[src/rtl/regfile_read_arbiter_pkg.sv]
// Purpose: shared constants and types for the register-file read-port arbiter.
// Latency: n/a (declarations only).
// Backpressure: n/a (declarations only).
package regfile_arb_pkg;

  localparam int DATA_WIDTH = 64;
  localparam int ADDR_WIDTH = 5;

  // Index 31 is the zero register; reads of it return 0 regardless of the array.
  localparam logic [ADDR_WIDTH-1:0] XZR_ADDR = 5'd31;

  typedef logic [DATA_WIDTH-1:0] rf_data_t;
  typedef logic [ADDR_WIDTH-1:0] rf_addr_t;

  typedef enum logic {
    EMPTY = 1'b0,
    FULL  = 1'b1
  } rsp_state_t;

endpackage

[src/rtl/regfile_read_arbiter_if.sv]
// Purpose: request/response bundle between read clients, the arbiter and the read port.
// Latency: n/a (wires only).
// Backpressure: req_ready gates requests, rsp_ready stalls the response register.
// Signals:
//   req_valid/req_addr/req_ready : per-requester valid/ready read request
//   rf_read_reg/rf_read_data     : read-port select and its combinational data
//   rsp_valid/rsp_id/rsp_data    : registered response, accepted by rsp_ready
interface regfile_read_arbiter_if #(
  parameter int NUM_REQ = 4
);
  import regfile_arb_pkg::*;

  localparam int ID_W = $clog2(NUM_REQ);

  logic [NUM_REQ-1:0]            req_valid;
  rf_addr_t [NUM_REQ-1:0]        req_addr;
  logic [NUM_REQ-1:0]            req_ready;
  rf_addr_t                      rf_read_reg;
  rf_data_t                      rf_read_data;
  logic                          rsp_valid;
  logic [ID_W-1:0]               rsp_id;
  rf_data_t                      rsp_data;
  logic                          rsp_ready;

  // Arbiter side.
  modport slave (
    input  req_valid, req_addr, rf_read_data, rsp_ready,
    output req_ready, rf_read_reg, rsp_valid, rsp_id, rsp_data
  );

  // Client / register-file side.
  modport master (
    output req_valid, req_addr, rf_read_data, rsp_ready,
    input  req_ready, rf_read_reg, rsp_valid, rsp_id, rsp_data
  );

endinterface

[src/rtl/regfile_read_arbiter_picker.sv]
// Purpose: round-robin first-set picker, searching upward from rr_ptr modulo NUM_REQ.
// Latency: purely combinational.
// Backpressure: enable_i low forces no grant.
// Ports: req_i (request vector), rr_ptr_i (search start), enable_i,
//        grant_o (one-hot), grant_idx_o (encoded), any_grant_o.
module rr_priority_picker #(
  parameter int NUM_REQ = 4,
  parameter int ID_W    = $clog2(NUM_REQ)
) (
  input  logic [NUM_REQ-1:0] req_i,
  input  logic [ID_W-1:0]    rr_ptr_i,
  input  logic               enable_i,
  output logic [NUM_REQ-1:0] grant_o,
  output logic [ID_W-1:0]    grant_idx_o,
  output logic               any_grant_o
);

  // rr_ptr is always < NUM_REQ, so a single conditional subtract wraps it.
  function automatic logic [ID_W-1:0] wrap_idx(input logic [ID_W-1:0] base, input int off);
    int s;
    s = int'(base) + off;
    if (s >= NUM_REQ) s = s - NUM_REQ;
    return ID_W'(s);
  endfunction

  // Walk the search order backwards so the earliest hit overwrites later ones.
  always_comb begin
    logic [ID_W-1:0] idx;
    grant_o     = '0;
    grant_idx_o = '0;
    any_grant_o = 1'b0;
    idx         = '0;
    for (int k = NUM_REQ - 1; k >= 0; k--) begin
      idx = wrap_idx(rr_ptr_i, k);
      if (enable_i && req_i[idx]) begin
        grant_o      = '0;
        grant_o[idx] = 1'b1;
        grant_idx_o  = idx;
        any_grant_o  = 1'b1;
      end
    end
  end

endmodule

[src/rtl/regfile_read_arbiter.sv]
// Purpose: round-robin share of one register-file read port among NUM_REQ clients.
// Latency: request accepted at edge N shows its response in cycle N+1; one per cycle.
// Backpressure: rsp_ready low with a held response blocks all req_ready.
// Ports: clk, reset (synchronous, active-high), rd_if (slave side of the bundle).
module regfile_read_arbiter
  import regfile_arb_pkg::*;
#(
  parameter int NUM_REQ = 4
) (
  input  logic                   clk,
  input  logic                   reset,
  regfile_read_arbiter_if.slave  rd_if
);

  localparam int ID_W = $clog2(NUM_REQ);

  rsp_state_t       state_q, state_d;
  rf_data_t         rsp_data_q, rsp_data_d;
  logic [ID_W-1:0]  rsp_id_q, rsp_id_d;
  logic [ID_W-1:0]  rr_ptr_q, rr_ptr_d;

  logic               can_issue;
  logic [NUM_REQ-1:0] grant;
  logic [ID_W-1:0]    grant_idx;
  logic               any_grant;
  rf_addr_t           sel_addr;

  // A new result can load if the register is empty or drains on this edge.
  // Reset blocks issue so req_ready and rf_read_reg are 0 in the reset cycle.
  assign can_issue = (state_q == EMPTY) || rd_if.rsp_ready;

  rr_priority_picker #(
    .NUM_REQ (NUM_REQ),
    .ID_W    (ID_W)
  ) u_picker (
    .req_i       (rd_if.req_valid),
    .rr_ptr_i    (rr_ptr_q),
    .enable_i    (can_issue && !reset),
    .grant_o     (grant),
    .grant_idx_o (grant_idx),
    .any_grant_o (any_grant)
  );

  assign sel_addr = rd_if.req_addr[grant_idx];

  // State register.
  always_ff @(posedge clk) begin
    if (reset) begin
      state_q    <= EMPTY;
      rsp_data_q <= '0;
      rsp_id_q   <= '0;
      rr_ptr_q   <= '0;
    end else begin
      state_q    <= state_d;
      rsp_data_q <= rsp_data_d;
      rsp_id_q   <= rsp_id_d;
      rr_ptr_q   <= rr_ptr_d;
    end
  end

  // Next state. A grant always loads (covers same-edge retire+load when FULL).
  always_comb begin
    state_d    = state_q;
    rsp_data_d = rsp_data_q;
    rsp_id_d   = rsp_id_q;
    rr_ptr_d   = rr_ptr_q;
    if (any_grant) begin
      state_d = FULL;
      // XZR test uses the address, keeping the compare off the read-data path.
      rsp_data_d = (sel_addr == XZR_ADDR) ? '0 : rd_if.rf_read_data;
      rsp_id_d   = grant_idx;
      rr_ptr_d   = (grant_idx == ID_W'(NUM_REQ - 1)) ? '0 : grant_idx + ID_W'(1);
    end else if ((state_q == FULL) && rd_if.rsp_ready) begin
      state_d = EMPTY;
    end
  end

  // Outputs.
  always_comb begin
    rd_if.req_ready   = grant;
    rd_if.rf_read_reg = any_grant ? sel_addr : '0;
    rd_if.rsp_valid   = (state_q == FULL);
    rd_if.rsp_id      = rsp_id_q;
    rd_if.rsp_data    = rsp_data_q;
  end

endmodule
[src/flat_wrapper.sv]
// flat-port wrapper written by rule: the top's interface ports become plain ports
module regfile_read_arbiter_flat import regfile_arb_pkg::*;
#(
  parameter int NUM_REQ = 4
)
  (clk, reset, rd_if_req_valid, rd_if_req_addr, rd_if_rf_read_data, rd_if_rsp_ready, rd_if_req_ready, rd_if_rf_read_reg, rd_if_rsp_valid, rd_if_rsp_id, rd_if_rsp_data);
  regfile_read_arbiter_if #(.NUM_REQ(NUM_REQ)) rd_if_i ();
  input  logic clk;
  input  logic reset;
  input wire logic [$bits(rd_if_i.req_valid)-1:0] rd_if_req_valid;
  input wire logic [$bits(rd_if_i.req_addr)-1:0] rd_if_req_addr;
  input wire logic [$bits(rd_if_i.rf_read_data)-1:0] rd_if_rf_read_data;
  input wire logic [$bits(rd_if_i.rsp_ready)-1:0] rd_if_rsp_ready;
  output wire logic [$bits(rd_if_i.req_ready)-1:0] rd_if_req_ready;
  output wire logic [$bits(rd_if_i.rf_read_reg)-1:0] rd_if_rf_read_reg;
  output wire logic [$bits(rd_if_i.rsp_valid)-1:0] rd_if_rsp_valid;
  output wire logic [$bits(rd_if_i.rsp_id)-1:0] rd_if_rsp_id;
  output wire logic [$bits(rd_if_i.rsp_data)-1:0] rd_if_rsp_data;
  assign rd_if_i.req_valid = rd_if_req_valid;
  assign rd_if_i.req_addr = rd_if_req_addr;
  assign rd_if_i.rf_read_data = rd_if_rf_read_data;
  assign rd_if_i.rsp_ready = rd_if_rsp_ready;
  assign rd_if_req_ready = rd_if_i.req_ready;
  assign rd_if_rf_read_reg = rd_if_i.rf_read_reg;
  assign rd_if_rsp_valid = rd_if_i.rsp_valid;
  assign rd_if_rsp_id = rd_if_i.rsp_id;
  assign rd_if_rsp_data = rd_if_i.rsp_data;
  regfile_read_arbiter #(.NUM_REQ(NUM_REQ)) u_core (.clk(clk), .reset(reset), .rd_if(rd_if_i));
endmodule
[config.mk]
export PLATFORM = sky130hd
export DESIGN_NAME = regfile_read_arbiter_flat
export DESIGN_NICKNAME = d
export VERILOG_FILES = /design/src/rtl/regfile_read_arbiter_pkg.sv /design/src/rtl/regfile_read_arbiter_if.sv /design/src/rtl/regfile_read_arbiter_picker.sv /design/src/rtl/regfile_read_arbiter.sv /design/src/flat_wrapper.sv
export SDC_FILE = /design/constraint.sdc
export NUM_CORES = 1
export LEC_CHECK = 0
export CORE_ASPECT_RATIO = 1.4
export CORE_UTILIZATION = 60
export DETAILED_ROUTE_END_ITERATION = 10
export DONT_BUFFER_PORTS = 1
export HOLD_SLACK_MARGIN = 0.02
export PLACE_DENSITY = 0.84
export SLEW_MARGIN = 40
export SYNTH_ARGS = -nofsm -noshare
export SYNTH_HDL_FRONTEND = slang
export SYNTH_HIERARCHICAL = 1
export SYNTH_SLANG_ARGS = --single-unit
[constraint.sdc]
create_clock -name clk -period 12.1 [get_ports clk]
set_input_delay 3.025 -clock clk [delete_from_list [all_inputs] [get_ports clk]]
set_output_delay 3.025 -clock clk [all_outputs]
set_load 0.1 [all_outputs]
* Word-level counts from Yosys, hierarchy flattened
Index checks and enable logic that the tools add are counted.
** Cells by class
- $add $sub $neg :: 8
- Magnitude comparators :: 13
- Equality and inequality tests :: 2
- Multiplexer cells :: 39
- Bitwise operators :: 1
- Reduce and logical (&&, ||, !) cells :: 13
** Operator list (number)
- 64-bit 2-to-1 mux :: 1
- 2-bit 2-to-1 mux :: 9
- 4-bit 2-to-1 mux :: 4
- 2-bit by 3-bit less-than comparator with 1-bit output, second input constant :: 5
- 1-bit 2-to-1 mux :: 14
- 5-bit binary-select mux with 2-bit select :: 1
- 1-bit logical AND :: 10
- 5-bit 2-to-1 mux :: 2
- 3-bit >= comparator, second input constant :: 3
- 1-bit binary-select mux with 2-bit select :: 4
- 1-bit demux with 2-bit select :: 4
- 2-bit by 1-bit >= comparator with 1-bit output, second input constant :: 4
- 2-bit by 1-bit subtractor with 2-bit output, second input constant :: 4
- 2-bit by 2-bit adder with 3-bit output, second input constant :: 2
- 5-bit equality test, second input constant :: 1
- 2-bit by 1-bit adder with 3-bit output, second input constant :: 1
- 2-bit by 3-bit >= comparator with 1-bit output, second input constant :: 1
- 2-bit by 1-bit adder with 2-bit output, second input constant :: 1
- 2-bit equality test, second input constant :: 1
- 2-bit nonzero test :: 1
- 1-bit logical NOT :: 1
- 1-bit logical OR :: 1
- 1-bit NOT :: 1
** Word-level totals
- Flip-flop bits (word level) :: 69
- Output and inout port bits :: 76

* Depth between registers and ports, before layout
Gate-level depths: netlist (run 1).
- Word-level depth :: 14
- Gate-level depth with buffers :: 14

* Modules after synthesis
Netlist (run 1), hierarchy kept.
** Modules (own cells, without submodules)
- regfile_read_arbiter :: instances 1, cells an instance 478, area each 4116.4 µm², seq. area each 1381.3 µm²
- rr_priority_picker :: instances 1, cells an instance 67, area each 510.5 µm², seq. area each 0.0 µm²

* Least setup slack after synthesis (run 1)
OpenSTA, ideal clock, no wires.
- Path kind :: input to output
- From :: in reset
- To :: out rd_if_rf_read_reg[3]
- Data arrival time :: 5.948 ns
- Data required time :: 9.075 ns
- Setup slack :: 3.127 ns
- Stages on the path :: 12
- Path through :: clkbuf_1 -> clkbuf_1 -> nor2_1 -> buf_2 -> inv_1 -> and4bb_2 -> o31ai_1 -> buf_6 -> mux4_2 -> buf_6 -> buf_2 -> and2_1
** Between the ends
- Word-level cells in the longest chain between the ends :: 10
** Ends and longest elaborated chain
- start, declared :: line flat_wrapper.sv:9 : input logic reset;
- 1-bit logical NOT * :: line regfile_read_arbiter.sv:38 : .enable_i (can_issue && !reset),
- 1-bit logical AND * :: line regfile_read_arbiter.sv:38
- 1-bit logical AND :: line regfile_read_arbiter_picker.sv:35 : if (enable_i && req_i[idx]) begin
- 2-bit 2-to-1 mux (3 in series) :: line regfile_read_arbiter_picker.sv:35
- 2-bit 2-to-1 mux * :: line regfile_read_arbiter_picker.sv:35
- via u_core.grant_idx[0] :: line regfile_read_arbiter.sv:24 : logic [ID_W-1:0] grant_idx;
- 5-bit binary-select mux with 2-bit select * :: line regfile_read_arbiter.sv:44 : assign sel_addr = rd_if.req_addr[grant_idx];
- 5-bit 2-to-1 mux (not written as such) * :: line regfile_read_arbiter.sv:44
- 5-bit 2-to-1 mux * :: line regfile_read_arbiter.sv:81 : rd_if.rf_read_reg = any_grant ? sel_addr : '0;
- end, declared :: line flat_wrapper.sv:15 : output wire logic [$bits(rd_if_i.rf_read_reg)-1:0] rd_if_rf_read_reg;
The timed path passes the listed nets; every way through them passes the cells marked *. The select of a mux whose other input is x is not followed.

* Worst setup path after layout (run 1)
Ends and elaborated chain as after synthesis.

==> flow_metrics.env, run 1 <==
export IMPL_drtAntennaViolNets=0
export IMPL_slew_limit_headroom=0.5468
export IMPL_drv_slew=0
export IMPL_arrival_ps=5970
export IMPL_clock_fmax_ghz=0.1111
export IMPL_dieWidth_microns=76.22
export IMPL_grt_pass1_wl_microns=17600
export IMPL_coreArea_sq_um=7407
export IMPL_grt_max_degree=135
export IMPL_clock_sinks=69
export IMPL_path_cells="nor2_1 > inv_1 > and4bb_2 > o21ai_0 > o31ai_1 > buf_4 > mux4_2 > buf_4 > and2_2"
export IMPL_grt_usage=0.2691
export IMPL_end_kind="output pin"
export IMPL_status="completed"
export IMPL_grt_ovfl_total=0
export IMPL_wl_per_cell_microns=18.78
export IMPL_ys_ff_latch=69
export IMPL_slowest_delay_ps=600
export IMPL_rsz0062_at_grt="no"
export IMPL_synth_cell_types=34
export IMPL_wl_met1_microns=4283
export IMPL_synth_avg_cell_area_sq_um=8.490
export IMPL_cts_hold_buffers=0
export IMPL_wl_microns=11170
export IMPL_hold_ws_ps=762.7
export IMPL_syn_area_sq_um=4627
export IMPL_numCtsBuffers=9
export IMPL_crit_required_ps=9070
export IMPL_die_h_microns=105.9
export IMPL_final_nets=594
export IMPL_final_area_sq_um=4657
export IMPL_critical_path_top_delay_family="simple AND/OR/NAND/NOR gates"
export IMPL_dr_wl_met3_microns=867
export IMPL_powerDensity_nw_per_um2=176.5
export IMPL_antenna_found_initial=0
export IMPL_path_buf_inv=3
export IMPL_ios=167
export IMPL_dr_wl_met2_microns=5607
export IMPL_place_area_sq_um=4489
export IMPL_syn_nets=645
export IMPL_die_area_sq_um=8072
export IMPL_seq_area_frac_synth=0.2985
export IMPL_row_count=37
export IMPL_hold_viol=0
export IMPL_fin_util=0.6287
export IMPL_cp_max_fo=134
export IMPL_place_congestion=0.9606
export IMPL_top_layer="met4"
export IMPL_tightestPinTransition_ps=679.8
export IMPL_clock_skew_ps=7.816
export IMPL_critPathKind="in -> out"
export IMPL_p_leak_nw=1.789
export IMPL_drt_pass1_iterations=5
export IMPL_cts_max_level=3
export IMPL_antenna_cells=0
export IMPL_vias=4132
export IMPL_cts_tree="done"
export IMPL_period_needed_ps=9000
export IMPL_period_share=0.7438
export IMPL_drt_drc_violations_left=0
export IMPL_path_clk_slew_ps=60
export IMPL_cp_slowest_cell="and2_2"
export IMPL_total_power_w=0.0008221
export IMPL_cts_resized_gates=0
export IMPL_io_buffer_count=0
export IMPL_startpoint_type="input pin"
export IMPL_hold_path_class="reg -> reg"
export IMPL_clock_latency_ps=350
export IMPL_layout_drive_gt1_share=0.2249
export IMPL_post_cts_repair_setup_buffers=0
export IMPL_synth_warnings=6
export IMPL_ir_drop_mv=0.1299
export IMPL_synthToLayoutAreaGrowth_pct=0.6491
export IMPL_first_global_vias=3658
export IMPL_initial_utilization=0.6247
export IMPL_post_dp_hpwl_microns=7054
export IMPL_first_iter_violations=293
export IMPL_netlist_instances=545
export IMPL_vias_per_cell=6.945
export IMPL_setup_viol_count_final=0
export IMPL_path_common_cell="buf_4"
export IMPL_cts_root_buf="clkbuf_8"
export IMPL_max_cap_violations=0
export IMPL_ctsLongestPathBuffers=2
export IMPL_finalSetupTns_ps=0
-- state kept, by name (all words and copies together), names as in the netlist --
name	count
u_core/rd_if.rsp_valid	1
u_core/rr_ptr_q	2
u_core/rd_if.rsp_data	64
u_core/rd_if.rsp_id	2
-- routing by layer --
metal / global-route usage / vias up
met3: 0.06781 / 38
met1: 0.3174 / 1931
met4: 0.1676 / 0
met2: 0.4363 / 222
met5: 0 / -
li1: - / 1941
-- synth_stat cells (all sizes together) --
cell type	instances	area, sq um
a221oi	1	8.760
dfxtp	69	1381
clkbuf	29	108.9
a21oi	68	340.3
a31oi	65	406.6
o41ai	1	8.760
o311ai	1	8.760
inv	3	11.26
or3	64	400.4
mux4	6	135.1
nor2	15	56.30
o21ai	2	10.01
o31ai	1	7.510
o22ai	1	6.260
buf	43	364.1
and4bb	1	12.51
nand2	5	18.77
and3	1	6.260
a32o	3	33.78
ha	9	112.6
and2	5	31.28
nor2b	5	31.28
mux2i	8	80.08
a32oi	1	8.760
and3b	2	18.77
nand3	1	5.000
a221o	3	30.03
nor3	3	15.01
nor3b	64	480.5
nand3b	65	488.0
-- final timing paths --
check                           from                        to  slack (ps)  depth (start not counted)
setup / recovery               reset      rd_if_rf_read_reg[3]        3100                          9
hold reg to reg   u_core/rr_ptr_q[1]        u_core/rr_ptr_q[1]         760                          2
setup reg to reg  u_core/rr_ptr_q[0]  u_core/rd_if.rsp_data[9]        8030                         11
hold / removal    u_core/rr_ptr_q[1]        u_core/rr_ptr_q[1]         760                          2
-- layout by cell type (no fill, tap or decap), drive strengths merged, types with 5 or more instances in the layout --
cell    instances
dfxtp          69
a21oi          68
nand3b         65
a31oi          65
nor3b          64
or3            64
nor2           15
clkbuf         13
buf            10
ha              9
mux2i           8
mux4            6
and2            5
nor2b           5
nand2           5
-- worst min-delay path, delay by kind of cell (launching register included) --
family | cells | cell delay, ps
flip-flops | 1 | 460
multiplexers | 1 | 200
AND/OR/NAND/NOR | 1 | 60
-- report_power, final --
part / internal [W] / switching [W] / total [W] / leakage (nW)
Sequential: 0.000261 / 0.000217 / 0.000478 / 0.593
Clock: 0.0000784 / 0.0000838 / 0.000162 / 0.0833
Combinational: 0.0000597 / 0.000122 / 0.000182 / 1.11
Total: 0.000400 / 0.000423 / 0.000822 / 1.79
-- cell families after synthesis --
family,Yosys count,synth area share
adders and majority gates,9,0.02434
DFF,69,0.2985
AOI/OAI and AO/OA,147,0.1879
and+or+nand+nor,231,0.3380
buffers and inverters,75,0.1047
muxes,14,0.04651
-- area by class of cell --
class / count / area, sq um
clock inverters: 2 / 10.01
clock buffers: 13 / 148.9
multi-input cells: 401 / 2794
repair buffers: 10 / 106.4
inverters: 3 / 11.26
well taps: 97 / 121.4
flip-flops and latches: 69 / 1465
fillers: 624 / 2750
-- stage by stage --
step	cells	setup slack, ps
floorplan	545	3127
global route	595	2917
finish	595	3100
global placement	578	2917
detailed placement	580	2999
CTS	595	3003
Note: power is estimated with default switching activity, not from simulation.
==> run 2, diff against run 1 <==
- CORE_UTILIZATION: 60 -> 58
- clock period: 12.1 -> 7.2 ns (I/O delays scaled with it)
==> run 2 against run 1 <==
  * Non-clock buffer count increased by 4
  * Clock skew is 1.3 ps higher
  * Sequential share of layout area fell by 0.57 points
  * Via count shrank 0.27%
  * Setup slack worse by 2000 ps
  * Utilization decreased by 1.7 points
  * Critical path type unchanged
==> flow_metrics.env, run 2 (synthesis results as in run 1) <==
export IMPL_status="completed"
export IMPL_ios=167
export IMPL_arrival_ps=4320
export IMPL_timing_rr_start="u_core/rr_ptr_q[0]"
export IMPL_setup_viol_count_final=0
export IMPL_total_power_w=0.001434
export IMPL_grt_usage=0.2762
export IMPL_p_int_w=0.0007171
export IMPL_dieWidth_microns=77.49
export IMPL_ff2ff_path_depth=11
export IMPL_largest_register_ffs=64
export IMPL_power_frac_seq=0.561
export IMPL_period_needed_ps=6124
export IMPL_drt_drc_violations_left=0
export IMPL_post_dp_hpwl_microns=7190
export IMPL_die_area_sq_um=8344
export IMPL_vias=4121
export IMPL_drt_pass1_iterations=5
export IMPL_clock_fmax_ghz=0.1633
export IMPL_initial_utilization=0.5970
export IMPL_reg2reg_to="u_core/rd_if.rsp_data[4]"
export IMPL_layout_common_cells="a21oi_1, dfxtp_2, nand3b_1"
export IMPL_rsz0062_at_grt="no"
export IMPL_ctsLongestPathBuffers=2
export IMPL_cts_resized_gates=0
export IMPL_period_share=0.8505
export IMPL_hold_viol=0
export IMPL_hp_start="u_core/rr_ptr_q[1]"
export IMPL_cts_root_buf="clkbuf_8"
export IMPL_path_buf_inv=3
export IMPL_cts_tree="done"
export IMPL_switchingPower_w=0.0007173
export IMPL_vias_per_cell=6.834
export IMPL_clock_latency_ps=340
export IMPL_cp_max_fo=10
export IMPL_drv_slew=0
export IMPL_numCtsBuffers=9
export IMPL_ir_drop_mv=0.2047
export IMPL_end_kind="output pin"
export IMPL_cts_hold_buffers=0
export IMPL_slowest_delay_ps=540
export IMPL_synthToLayoutAreaGrowth_pct=2.515
export IMPL_hold_ws_ps=762.1
export IMPL_coreArea_sq_um=7750
export IMPL_wl_microns=11900
export IMPL_layout_drive_gt1_share=0.2187
export IMPL_powerDensity_nw_per_um2=302.4
export IMPL_drtAntennaViolNets=0
export IMPL_clock_skew_ps=9.164
export IMPL_tightestPinTransition_ps=780.4
export IMPL_place_congestion=0.9500
export IMPL_p_leak_nw=1.822
export IMPL_grt_max_degree=135
export IMPL_antenna_found_initial=0
export IMPL_p_sw_frac=0.5001
export IMPL_first_global_vias=3728
export IMPL_hold_path_class="reg -> reg"
export IMPL_crit_required_ps=5400
export IMPL_die_h_microns=107.7
export IMPL_reg2reg_setup_slack_ps=3080
export IMPL_antenna_cells=0
export IMPL_row_count=38
export IMPL_max_cap_violations=0
export IMPL_clkPwrFrac=0.216
export IMPL_critical_path_top_delay_family="simple AND/OR/NAND/NOR gates"
export IMPL_hold_depth=2
export IMPL_path_clk_slew_ps=60
export IMPL_cp_slowest_cell="mux4_2"
export IMPL_critPathKind="in -> out"
export IMPL_first_iter_violations=385
export IMPL_cts_max_level=3
export IMPL_share_comb_of_total_power=0.223
export IMPL_path_cells="nor2b_1 > nor2_1 > inv_1 > and4bb_2 > o21ai_0 > o31ai_1 > buf_4 > mux4_2 > and2_1 > buf_12"
export IMPL_finalSetupTns_ps=0
export IMPL_grt_pass1_wl_microns=18530
export IMPL_post_cts_repair_setup_buffers=0
export IMPL_grt_ovfl_total=0
export IMPL_slew_limit_headroom=0.4797
export IMPL_clock_sinks=69
export IMPL_startpoint_type="input pin"
export IMPL_whs_endpoint="u_core/rr_ptr_q[1]"
export IMPL_final_nets=598
export IMPL_wl_per_cell_microns=19.73
export IMPL_io_buffer_count=0
run 2: worst register-to-register path, cell delays in order (launching register included):
cell and delay [ps]:
dfxtp_1 680, inv_2 160, ha_1 490, mux4_2 390, and4bb_2 390, o21ai_0 100, o31ai_1 110, buf_4 230
mux4_2 250, buf_4 560, a31oi_1 250, or3_1 390
run 2: final cells by class:
type	count	area, sq um
fillers	652	3007
multi-input cells	401	2788
flip-flops and latches	69	1465
repair buffers	14	167.7
clock buffers	15	156.4
well taps	100	125.1
clock inverters	1	30.03
inverters	3	11.26
run 2: worst max-delay path by stage:
stage	cells past startpoint	to	slack [ps]	from
floorplan	12	rd_if_rf_read_reg[3]	680	reset
global placement	10	rd_if_rf_read_reg[3]	1220	rd_if_rsp_ready
detailed placement	10	rd_if_rf_read_reg[2]	1100	rd_if_rsp_ready
CTS	10	rd_if_rf_read_reg[2]	1100	rd_if_rsp_ready
global route	10	rd_if_rf_read_reg[0]	900	rd_if_rsp_ready
finish	10	rd_if_rf_read_reg[2]	1080	rd_if_rsp_ready
run 2: power by group through the flow:
stage	clock [W]	combinational, W	sequential (W)
floorplan	0	0.000303	0.000787
global placement	0	0.000305	0.000800
detailed placement	0	0.000314	0.000815
CTS	0.000317	0.000315	0.000805
global route	0.000332	0.000343	0.000810
finish	0.000310	0.000320	0.000804
run 2: layer usage:
metal / global-route usage / routed length [microns] / vias to the layer above
li1: - / - / 1944
met5: 0 / 0 / -
met2: 0.4513 / 5988 / 201
met1: 0.3302 / 4732 / 1961
met3: 0.09492 / 1010 / 15
met4: 0.1078 / 169 / 0
run 2: per-stage QoR:
| step | util | area, sq um | setup WS (ps) | cells |
|---|---|---|---|---|
| 3_3_place_gp | 0.5760 | 4464 | 1221 | 587 |
| 3_5_place_dp | 0.5873 | 4552 | 1100 | 587 |
| 5_1_grt | 0.6120 | 4743 | 899.7 | 603 |
| 6_report | 0.6120 | 4743 | 1076 | 603 |
| 2_1_floorplan | - | 4627 | 677.1 | 545 |
| 4_1_cts | 0.6114 | 4738 | 1104 | 603 |
